==> config.mk <==
export PLATFORM = sky130hd
export DESIGN_NAME = alarm_input_ctrl
export DESIGN_NICKNAME = d
export VERILOG_FILES = /design/src/rtl/alarm_pkg.sv /design/src/rtl/sensor_debounce.sv /design/src/rtl/alarm_input_ctrl.sv
export SDC_FILE = /design/constraint.sdc
export NUM_CORES = 1
export LEC_CHECK = 0
export CAP_MARGIN = 20
export CORE_AREA = 2 2 72 74
export DETAILED_ROUTE_END_ITERATION = 12
export DIE_AREA = 0 0 74 76
export SYNTH_ARGS = -nofsm -noshare
export SYNTH_HDL_FRONTEND = slang
export SYNTH_SLANG_ARGS = --single-unit
==> constraint.sdc <==
create_clock -name clk -period 2.2 [get_ports clk]
set_input_delay 0.55 -clock clk [delete_from_list [all_inputs] [get_ports clk]]
set_output_delay 0.55 -clock clk [all_outputs]
set_load 0.05 [all_outputs]
==> src/rtl/alarm_pkg.sv <==
// rtl/alarm_pkg.sv - shared entry-FSM encoding and default parameters for alarm_input_ctrl
package alarm_pkg;

  // Keypad entry FSM: three digit-holding states, then compare on the fourth key
  typedef enum logic [2:0] {
    ST_IDLE = 3'd0,
    ST_D1   = 3'd1,
    ST_D2   = 3'd2,
    ST_D3   = 3'd3,
    ST_LOCK = 3'd4
  } entry_state_t;

  localparam int          DEF_DEB_CYCLES  = 4;
  localparam logic [15:0] DEF_CODE        = 16'h1234;
  localparam int          DEF_MAX_ERR     = 3;
  localparam int          DEF_LOCK_CYCLES = 16;
  localparam int          DEF_TIMEOUT     = 32;

endpackage

==> src/rtl/sensor_debounce.sv <==
// rtl/sensor_debounce.sv - two-flop synchronizer plus stability counter for the intrusion sensor
module sensor_debounce
  import alarm_pkg::*;
#(
  parameter int DEB_CYCLES = DEF_DEB_CYCLES
) (
  input  logic clk,
  input  logic reset,
  input  logic sensor,
  output logic sensor_db
);

  localparam int            CW       = $clog2(DEB_CYCLES + 1);
  localparam logic [CW-1:0] CNT_LAST = CW'(DEB_CYCLES - 1);
  localparam logic [CW-1:0] CNT_MAX  = CW'(DEB_CYCLES);

  logic          sync1;
  logic          sync2;
  logic [CW-1:0] cnt;

  // Bring the raw asynchronous sensor into the clk domain
  always_ff @(posedge clk or posedge reset) begin
    if (reset) begin
      sync1 <= 1'b0;
      sync2 <= 1'b0;
    end else begin
      sync1 <= sensor;
      sync2 <= sync1;
    end
  end

  // Accept a new level only after it has differed from the held level for DEB_CYCLES cycles
  always_ff @(posedge clk or posedge reset) begin
    if (reset) begin
      cnt       <= '0;
      sensor_db <= 1'b0;
    end else if (sync2 == sensor_db) begin
      cnt <= '0;
    end else if (cnt == CNT_LAST) begin
      sensor_db <= sync2;
      cnt       <= '0;
    end else if (cnt != CNT_MAX) begin
      cnt <= cnt + 1'b1;
    end
  end

endmodule

==> src/rtl/alarm_input_ctrl.sv <==
// rtl/alarm_input_ctrl.sv - keypad arm/disarm with lockout and debounced, arm-gated sensor trigger
module alarm_input_ctrl
  import alarm_pkg::*;
#(
  parameter int          DEB_CYCLES  = DEF_DEB_CYCLES,
  parameter logic [15:0] CODE        = DEF_CODE,
  parameter int          MAX_ERR     = DEF_MAX_ERR,
  parameter int          LOCK_CYCLES = DEF_LOCK_CYCLES,
  parameter int          TIMEOUT     = DEF_TIMEOUT
) (
  input  logic       clk,
  input  logic       reset,
  input  logic       sensor,
  input  logic       key_valid,
  input  logic [3:0] key_code,
  output logic       T,
  output logic       armed,
  output logic       code_err,
  output logic       locked
);

  localparam int TW = $clog2(TIMEOUT + 1);
  localparam int LW = $clog2(LOCK_CYCLES + 1);
  localparam int EW = $clog2(MAX_ERR + 1);

  localparam logic [TW-1:0] TMR_LAST  = TW'(TIMEOUT - 1);
  localparam logic [TW-1:0] TMR_MAX   = TW'(TIMEOUT);
  localparam logic [LW-1:0] LOCK_LAST = LW'(LOCK_CYCLES - 1);
  localparam logic [LW-1:0] LOCK_MAX  = LW'(LOCK_CYCLES);
  localparam logic [EW-1:0] ERR_LAST  = EW'(MAX_ERR - 1);
  localparam logic [EW-1:0] ERR_MAX   = EW'(MAX_ERR);

  entry_state_t  state;
  logic [3:0]    d0, d1, d2;
  logic [TW-1:0] idle_tmr;
  logic [LW-1:0] lock_cnt;
  logic [EW-1:0] err_cnt;
  logic          sensor_db;

  logic          timed_out;
  logic [TW-1:0] tmr_inc;
  logic [LW-1:0] lock_inc;
  logic [EW-1:0] err_inc;
  logic          code_match;

  sensor_debounce #(
    .DEB_CYCLES(DEB_CYCLES)
  ) u_debounce (
    .clk      (clk),
    .reset    (reset),
    .sensor   (sensor),
    .sensor_db(sensor_db)
  );

  assign timed_out  = (idle_tmr == TMR_LAST);
  assign tmr_inc    = (idle_tmr == TMR_MAX) ? idle_tmr : idle_tmr + 1'b1;
  assign lock_inc   = (lock_cnt == LOCK_MAX) ? lock_cnt : lock_cnt + 1'b1;
  assign err_inc    = (err_cnt == ERR_MAX) ? err_cnt : err_cnt + 1'b1;
  assign code_match = ({d0, d1, d2, key_code} == CODE);

  // Trigger follows the registered armed flag, so disarming drops T one edge later
  always_ff @(posedge clk or posedge reset) begin
    if (reset) begin
      T <= 1'b0;
    end else begin
      T <= armed & sensor_db;
    end
  end

  // Code entry FSM with digit storage, idle timeout, error counting and lockout
  always_ff @(posedge clk or posedge reset) begin
    if (reset) begin
      state    <= ST_IDLE;
      d0       <= 4'd0;
      d1       <= 4'd0;
      d2       <= 4'd0;
      idle_tmr <= '0;
      lock_cnt <= '0;
      err_cnt  <= '0;
      armed    <= 1'b0;
      code_err <= 1'b0;
      locked   <= 1'b0;
    end else begin
      code_err <= 1'b0;
      case (state)
        ST_IDLE: begin
          idle_tmr <= '0;
          if (key_valid) begin
            d0    <= key_code;
            state <= ST_D1;
          end
        end
        ST_D1, ST_D2, ST_D3: begin
          if (key_valid) begin
            idle_tmr <= '0;
            if (state == ST_D1) begin
              d1    <= key_code;
              state <= ST_D2;
            end else if (state == ST_D2) begin
              d2    <= key_code;
              state <= ST_D3;
            end else begin
              state <= ST_IDLE;
              d0    <= 4'd0;
              d1    <= 4'd0;
              d2    <= 4'd0;
              if (code_match) begin
                armed   <= ~armed;
                err_cnt <= '0;
              end else begin
                code_err <= 1'b1;
                if (err_cnt == ERR_LAST) begin
                  err_cnt  <= '0;
                  lock_cnt <= '0;
                  locked   <= 1'b1;
                  state    <= ST_LOCK;
                end else begin
                  err_cnt <= err_inc;
                end
              end
            end
          end else if (timed_out) begin
            // Abandoned partial entry: drop digits without counting it as an error
            state    <= ST_IDLE;
            idle_tmr <= '0;
            d0       <= 4'd0;
            d1       <= 4'd0;
            d2       <= 4'd0;
          end else begin
            idle_tmr <= tmr_inc;
          end
        end
        ST_LOCK: begin
          if (lock_cnt == LOCK_LAST) begin
            lock_cnt <= '0;
            locked   <= 1'b0;
            state    <= ST_IDLE;
          end else begin
            lock_cnt <= lock_inc;
          end
        end
        default: begin
          state  <= ST_IDLE;
          locked <= 1'b0;
        end
      endcase
    end
  end

endmodule

==> impl_metrics.tcl, run 1 <==
set metrics [dict create \
    filler_cell_count 461 \
    end_kind "output port" \
    cts_tree "yes" \
    path_clk_slew_ps 70 \
    synth_nets 191 \
    yosys_warnings 0 \
    ys.flop_type "dfrtp_1" \
    post_cts.resized_instances 0 \
    path_buf_inv 1 \
    synth.most_common_cell "dfrtp_1" \
    p_leak_nw 0.992 \
    track_usage 0.148 \
    ant_nets 0 \
    worst_ir_drop_vdd_mv 0.469 \
    synth_edf_count 0 \
    grt_pass1_vias 1491 \
    layout.nets 218 \
    cts_made_buffers 5 \
    cp_top_family "buffers and inverters" \
    drtPass1Iterations 4 \
    maxCapViolCount 0 \
    worst_pin_slew_ps 491 \
    die_y_um 76 \
    maxSlewViolCount 0 \
    critPathLaunchType "flip-flop" \
    seqPwrFrac 0.486 \
    post_dp_cell_area_sq_um 2160 \
    hold_slack_ps 357 \
    r2r-start "state[1]" \
    hold_viol 0 \
    switching_power_uw 703 \
    cp_slowest_stage_delay_ps 810 \
    tns_ps 0 \
    num_vias 1446 \
    ys_seq_area_frac 0.504 \
    htreeDepth 2 \
    p_per_area_nw_per_um2 959 \
    totalPowerFinal_mw 2.16 \
    max_freq_ghz 0.494 \
    drive_gt1_frac 0.156 \
    synthesis.area_sq_um 1890 \
    diodes 0 \
    die_area_sq_um 5620 \
    holdCritPathClass "reg2reg" \
    insertion_delay_ps 280 \
    synthCells 177 \
    grt_pass1_wl_mm 6.50 \
    grt.overflow.total 0 \
    rrSetupSlack_ps 470 \
    rsz0062_at_grt "false" \
    grt_max_degree 39 \
    multi_input_area_sq_um 863 \
    cp_slowest_cell "clkdlybuf4s50_1" \
    cp.arrival_ps 1470 \
    die_width_um 74 \
    num_io_pins 12 \
    clockBufferDepth 2 \
    slew_headroom 0.672 \
    avgSynthCellArea_sq_um 10.7 \
    ys_top_cells_by_area "dfrtp_1, a22o_1, ha_1" \
    cp.required_ps 1650 \
    syn_to_final_growth_pct 19.2 \
    startpoint "locked" \
    crit_cells 1 \
    io_buffers 11 \
    status "complete, no violations" \
    cp_cell_sequence "clkdlybuf4s50_1" \
    fin_cells 275 \
    layout.area.seq_sq_um 951 \
    wire_per_inst_um 13.1 \
    r2r-end "idle_tmr[0]" \
    power.internal_mw 1.45 \
    num_rows 26 \
    synth-seq-cells 38 \
    pwr-share-clk 0.219 \
    drt-total-wl_mm 3.60 \
    drt_iter0_drc 84 \
    fin_crit_sh 0.920 \
    switching_share 0.326 \
    yosysUniqueCellTypes 41 \
    vias_per_cell 5.26 \
    core_sq_um 4910 \
    final.min_clock_period_ps 2020 \
    drcViolationCount 0 \
    critical_path.max_fanout 2 \
    async_flop_share 1.00 \
    dp_slack_ps 27.7 \
    cp-endpoint "locked" \
    antenna_found_initial 0 \
    clock-sinks 38 \
    place_hpwl_mm 2.70 \
    setup_viol 0 \
    skew_ps 2.59 \
    cts_hold_buf 0 \
    numPlacedInstances 267 \
    ff2ff_path_depth 4 \
    yosys-top-cells-count "dfrtp_1, nand2_1, nor2_1" \
    final_area_sq_um 2250 \
    cts-root-buf "clkbuf_8" \
    yosysTopAreaCell "dfrtp_1" \
    utilization 0.458 \
    start_util 0.384 \
    cts_setup_buffers 0 \
    p_comb_frac 0.294 \
    critPathKind "reg2out" \
    setup_ws_ps 175 \
    routabilityCongestion 0.761 \
    synth_top_cell_area_share 0.504 \
]
-- worst reg2reg max path: cells and delay by family, from the launching register on --
kind                   cells  cell delay (ps)
AOI/OAI and AO/OA          2              550
muxes                      1              320
DFF                        1              570
buffers and inverters      1              180
-- state kept, by name, summed over array words and instances, names as in the netlist, 2 cells and up --
name            count
lock_cnt            5
d2                  4
state               3
u_debounce.cnt      3
err_cnt             2
d0                  4
idle_tmr            6
d1                  4
-- power groups by stage --
stage / Clock (mW) / Sequential [mW] / Combinational, mW
2_1_floorplan: 0 / 1.02 / 0.502
3_3_place_gp: 0 / 1.04 / 0.611
3_5_place_dp: 0 / 1.06 / 0.645
4_1_cts: 0.493 / 1.05 / 0.645
5_1_grt: 0.532 / 1.08 / 0.719
6_report: 0.473 / 1.05 / 0.635
-- routing by layer --
metal / track usage / share of wire / vias to the layer above
li1: - / - / 689
met1: 0.184 / 0.45 / 706
met2: 0.238 / 0.49 / 40
met3: 0.0397 / 0.035 / 11
met4: 0.0636 / 0.020 / 0
met5: 0 / 0 / -
-- cell usage in the layout (no fill, tap or decap), types with 4 or more instances in the layout --
master           netlist  routed
a22o_1                10      10
buf_4                  2      13
clkbuf_8               0       6
clkdlybuf4s50_1        0      11
dfrtp_1               38      38
ha_1                   6       6
inv_1                 13      13
mux2i_1                6       6
nand2_1               15      15
nand3_1                8       8
nor2_1                14      14
nor2b_1                5       5
nor3_1                 4       4
o21ai_0                6       6
-- how the worst min path moves through the flow --
stage	cells after the start	endpoint	start	slack, ps
after floorplan	0	u_debounce.sync2	u_debounce.sync1	330
after detailed placement	0	u_debounce.sync2	u_debounce.sync1	350
after CTS	0	u_debounce.sync2	u_debounce.sync1	360
final	0	u_debounce.sync2	u_debounce.sync1	360
after global routing	0	u_debounce.sync2	u_debounce.sync1	370
after global placement	0	u_debounce.sync2	u_debounce.sync1	340
-- cells by family (layout without fill, tap and decap cells) --
| kind of cell | count (synthesis) | count (layout) | share of synthesized area |
|---|---|---|---|
| fa+ha+maj | 6 | 6 | 0.0398 |
| buf+inv | 17 | 45 | 0.0391 |
| xor+xnor | 4 | 4 | 0.0186 |
| flops | 38 | 38 | 0.504 |
| mux | 9 | 9 | 0.0497 |
| simple gates | 69 | 69 | 0.203 |
| compound gates | 34 | 34 | 0.146 |
-- layout make-up --
type,count,share of cell area
Multi-Input combinational cell,122,0.384
Tap cell,70,0.0389
Clock buffer,7,0.0384
Inverter,13,0.0217
Timing Repair Buffer,24,0.0923
Sequential cell,38,0.423
Clock inverter,1,0.00222
(Power assumes the default switching activity.)
==> run 2: changes to the inputs <==
- CAP_MARGIN: 20 -> 25
==> results of run 2 <==
The final DEF is identical to that of run 1; final timing and power are the same.
==> run 3: changes to the inputs <==
- CAP_MARGIN: 25 -> 20
- SETUP_SLACK_MARGIN: unset -> 0.2
==> impl_metrics.tcl, run 3 (synthesis results as in run 1) <==
set metrics [dict create \
    drcViolationCount 0 \
    max_freq_ghz 0.515 \
    path_buf_inv 1 \
    final_cell_mix "dfrtp_1, nand2_1, nor2_1, inv_1, buf_4" \
    layout_commonest_cell "dfrtp_1" \
    worst_ir_drop_vdd_mv 0.469 \
    insertion_delay_ps 280 \
    cts-root-buf "clkbuf_8" \
    vias_per_cell 5.17 \
    worst_pin_slew_ps 499 \
    skew_ps 2.45 \
    cp_cell_sequence "clkdlybuf4s50_1" \
    clock-sinks 38 \
    die_area_sq_um 5620 \
    cp.arrival_ps 1390 \
    num_rows 26 \
    grt_max_degree 39 \
    critical_path.max_fanout 1 \
    cts_tree "yes" \
    start_util 0.384 \
    grt.overflow.total 0 \
    die_width_um 74 \
    fin_crit_sh 0.883 \
    critPathLaunchType "flip-flop" \
    largest_register_ffs 6 \
    grt_pass1_vias 1491 \
    ant_nets 0 \
    hold_slack_ps 357 \
    p_leak_nw 1.02 \
    drive_gt1_frac 0.156 \
    cp_top_family "buffers and inverters" \
    cts_made_buffers 5 \
    routabilityCongestion 0.761 \
    wire_per_inst_um 13.1 \
    place_hpwl_mm 2.70 \
    drt_iter0_drc 89 \
    cp.required_ps 1650 \
    holdCritPathClass "reg2reg" \
    hold_viol 0 \
    p_per_area_nw_per_um2 957 \
    antenna_found_initial 0 \
    cp_slowest_stage_delay_ps 790 \
    setup_viol 0 \
    path_clk_slew_ps 70 \
    track_usage 0.148 \
    drtPass1Iterations 4 \
    utilization 0.458 \
    die_y_um 76 \
    final.min_clock_period_ps 1940 \
    filler_cell_count 458 \
    slew_headroom 0.667 \
    top_register "idle_tmr" \
    end_kind "output port" \
    critPathKind "reg2out" \
    htreeDepth 2 \
    io_buffers 11 \
    rsz0062_at_grt "false" \
    syn_to_final_growth_pct 19.2 \
    grt_pass1_wl_mm 6.50 \
    cp_slowest_cell "clkdlybuf4s50_1" \
    largestRegisters "idle_tmr x6, lock_cnt x5" \
    num_vias 1421 \
    tns_ps 0 \
    diodes 0 \
    maxCapViolCount 0 \
    drt-total-wl_mm 3.61 \
    num_io_pins 12 \
    status "complete, no violations" \
    layout.nets 218 \
    maxSlewViolCount 0 \
    core_sq_um 4910 \
    cts_hold_buf 0 \
    clockBufferDepth 2 \
]
-- run 3: changes by cell type in the layout (fill, tap and decap cells not counted), sizes merged --
cell / previous run / this run
dlygate4sd2: 0 / 2
dlymetal6s2s: 0 / 1
clkdlybuf4s50: 11 / 8
-- run 3: layout make-up --
class,count,area (sq um),share of cell area
inverters,13,48.8,0.0217
clock buffers,7,86.3,0.0384
repair buffers,24,208,0.0923
multi-input cells,122,863,0.384
clock inverters,1,5.00,0.00222
flip-flops and latches,38,951,0.423
well taps,70,87.6,0.0389
-- run 3: stage by stage --
stage | setup slack (ps) | std cells | area, sq um | total power [mW]
floorplan | 511 | 177 | 1890 | 1.52
global placement | 74.0 | 267 | 2160 | 1.65
detailed placement | 27.7 | 267 | 2160 | 1.70
CTS | 242 | 275 | 2250 | 2.18
global route | 202 | 275 | 2250 | 2.32
finish | 258 | 275 | 2250 | 2.15
-- run 3: path summary, 6_finish.rpt --
check	startpoint	end	slack [ps]	cells past startpoint
max in group asynchronous	reset	u_debounce.sync1	1180	3
max	code_err	code_err	260	1
max reg2reg	state[1]	idle_tmr[0]	480	4
min in group asynchronous	reset	d2[1]	680	3
min reg2reg	u_debounce.sync1	u_debounce.sync2	360	0
min	u_debounce.sync1	u_debounce.sync2	360	0
-- run 3: what timing repair did --
item | in CTS | in global routing
pin swaps | 0 | 0
setup buffers | 0 | 0
endpoints found under the setup margin | 2 | 1
gates resized for setup | 2 | 1
-- run 3: power by group --
part           total [mW]  switching [mW]  leakage, nW  internal [mW]
Clock               0.473           0.221       0.0482          0.252
Combinational       0.631           0.318        0.468          0.313
Sequential           1.05           0.164        0.503          0.884
-- run 3: metal layers --
| layer | share of wire | global-route usage | wire length [um] | up-vias |
|---|---|---|---|---|
| met5 | 0 | 0 | 0 | - |
| met2 | 0.50 | 0.238 | 1810 | 15 |
| met3 | 0.027 | 0.0397 | 97 | 9 |
| met1 | 0.45 | 0.184 | 1640 | 711 |
| li1 | - | - | - | 686 |
| met4 | 0.017 | 0.0636 | 61 | 0 |
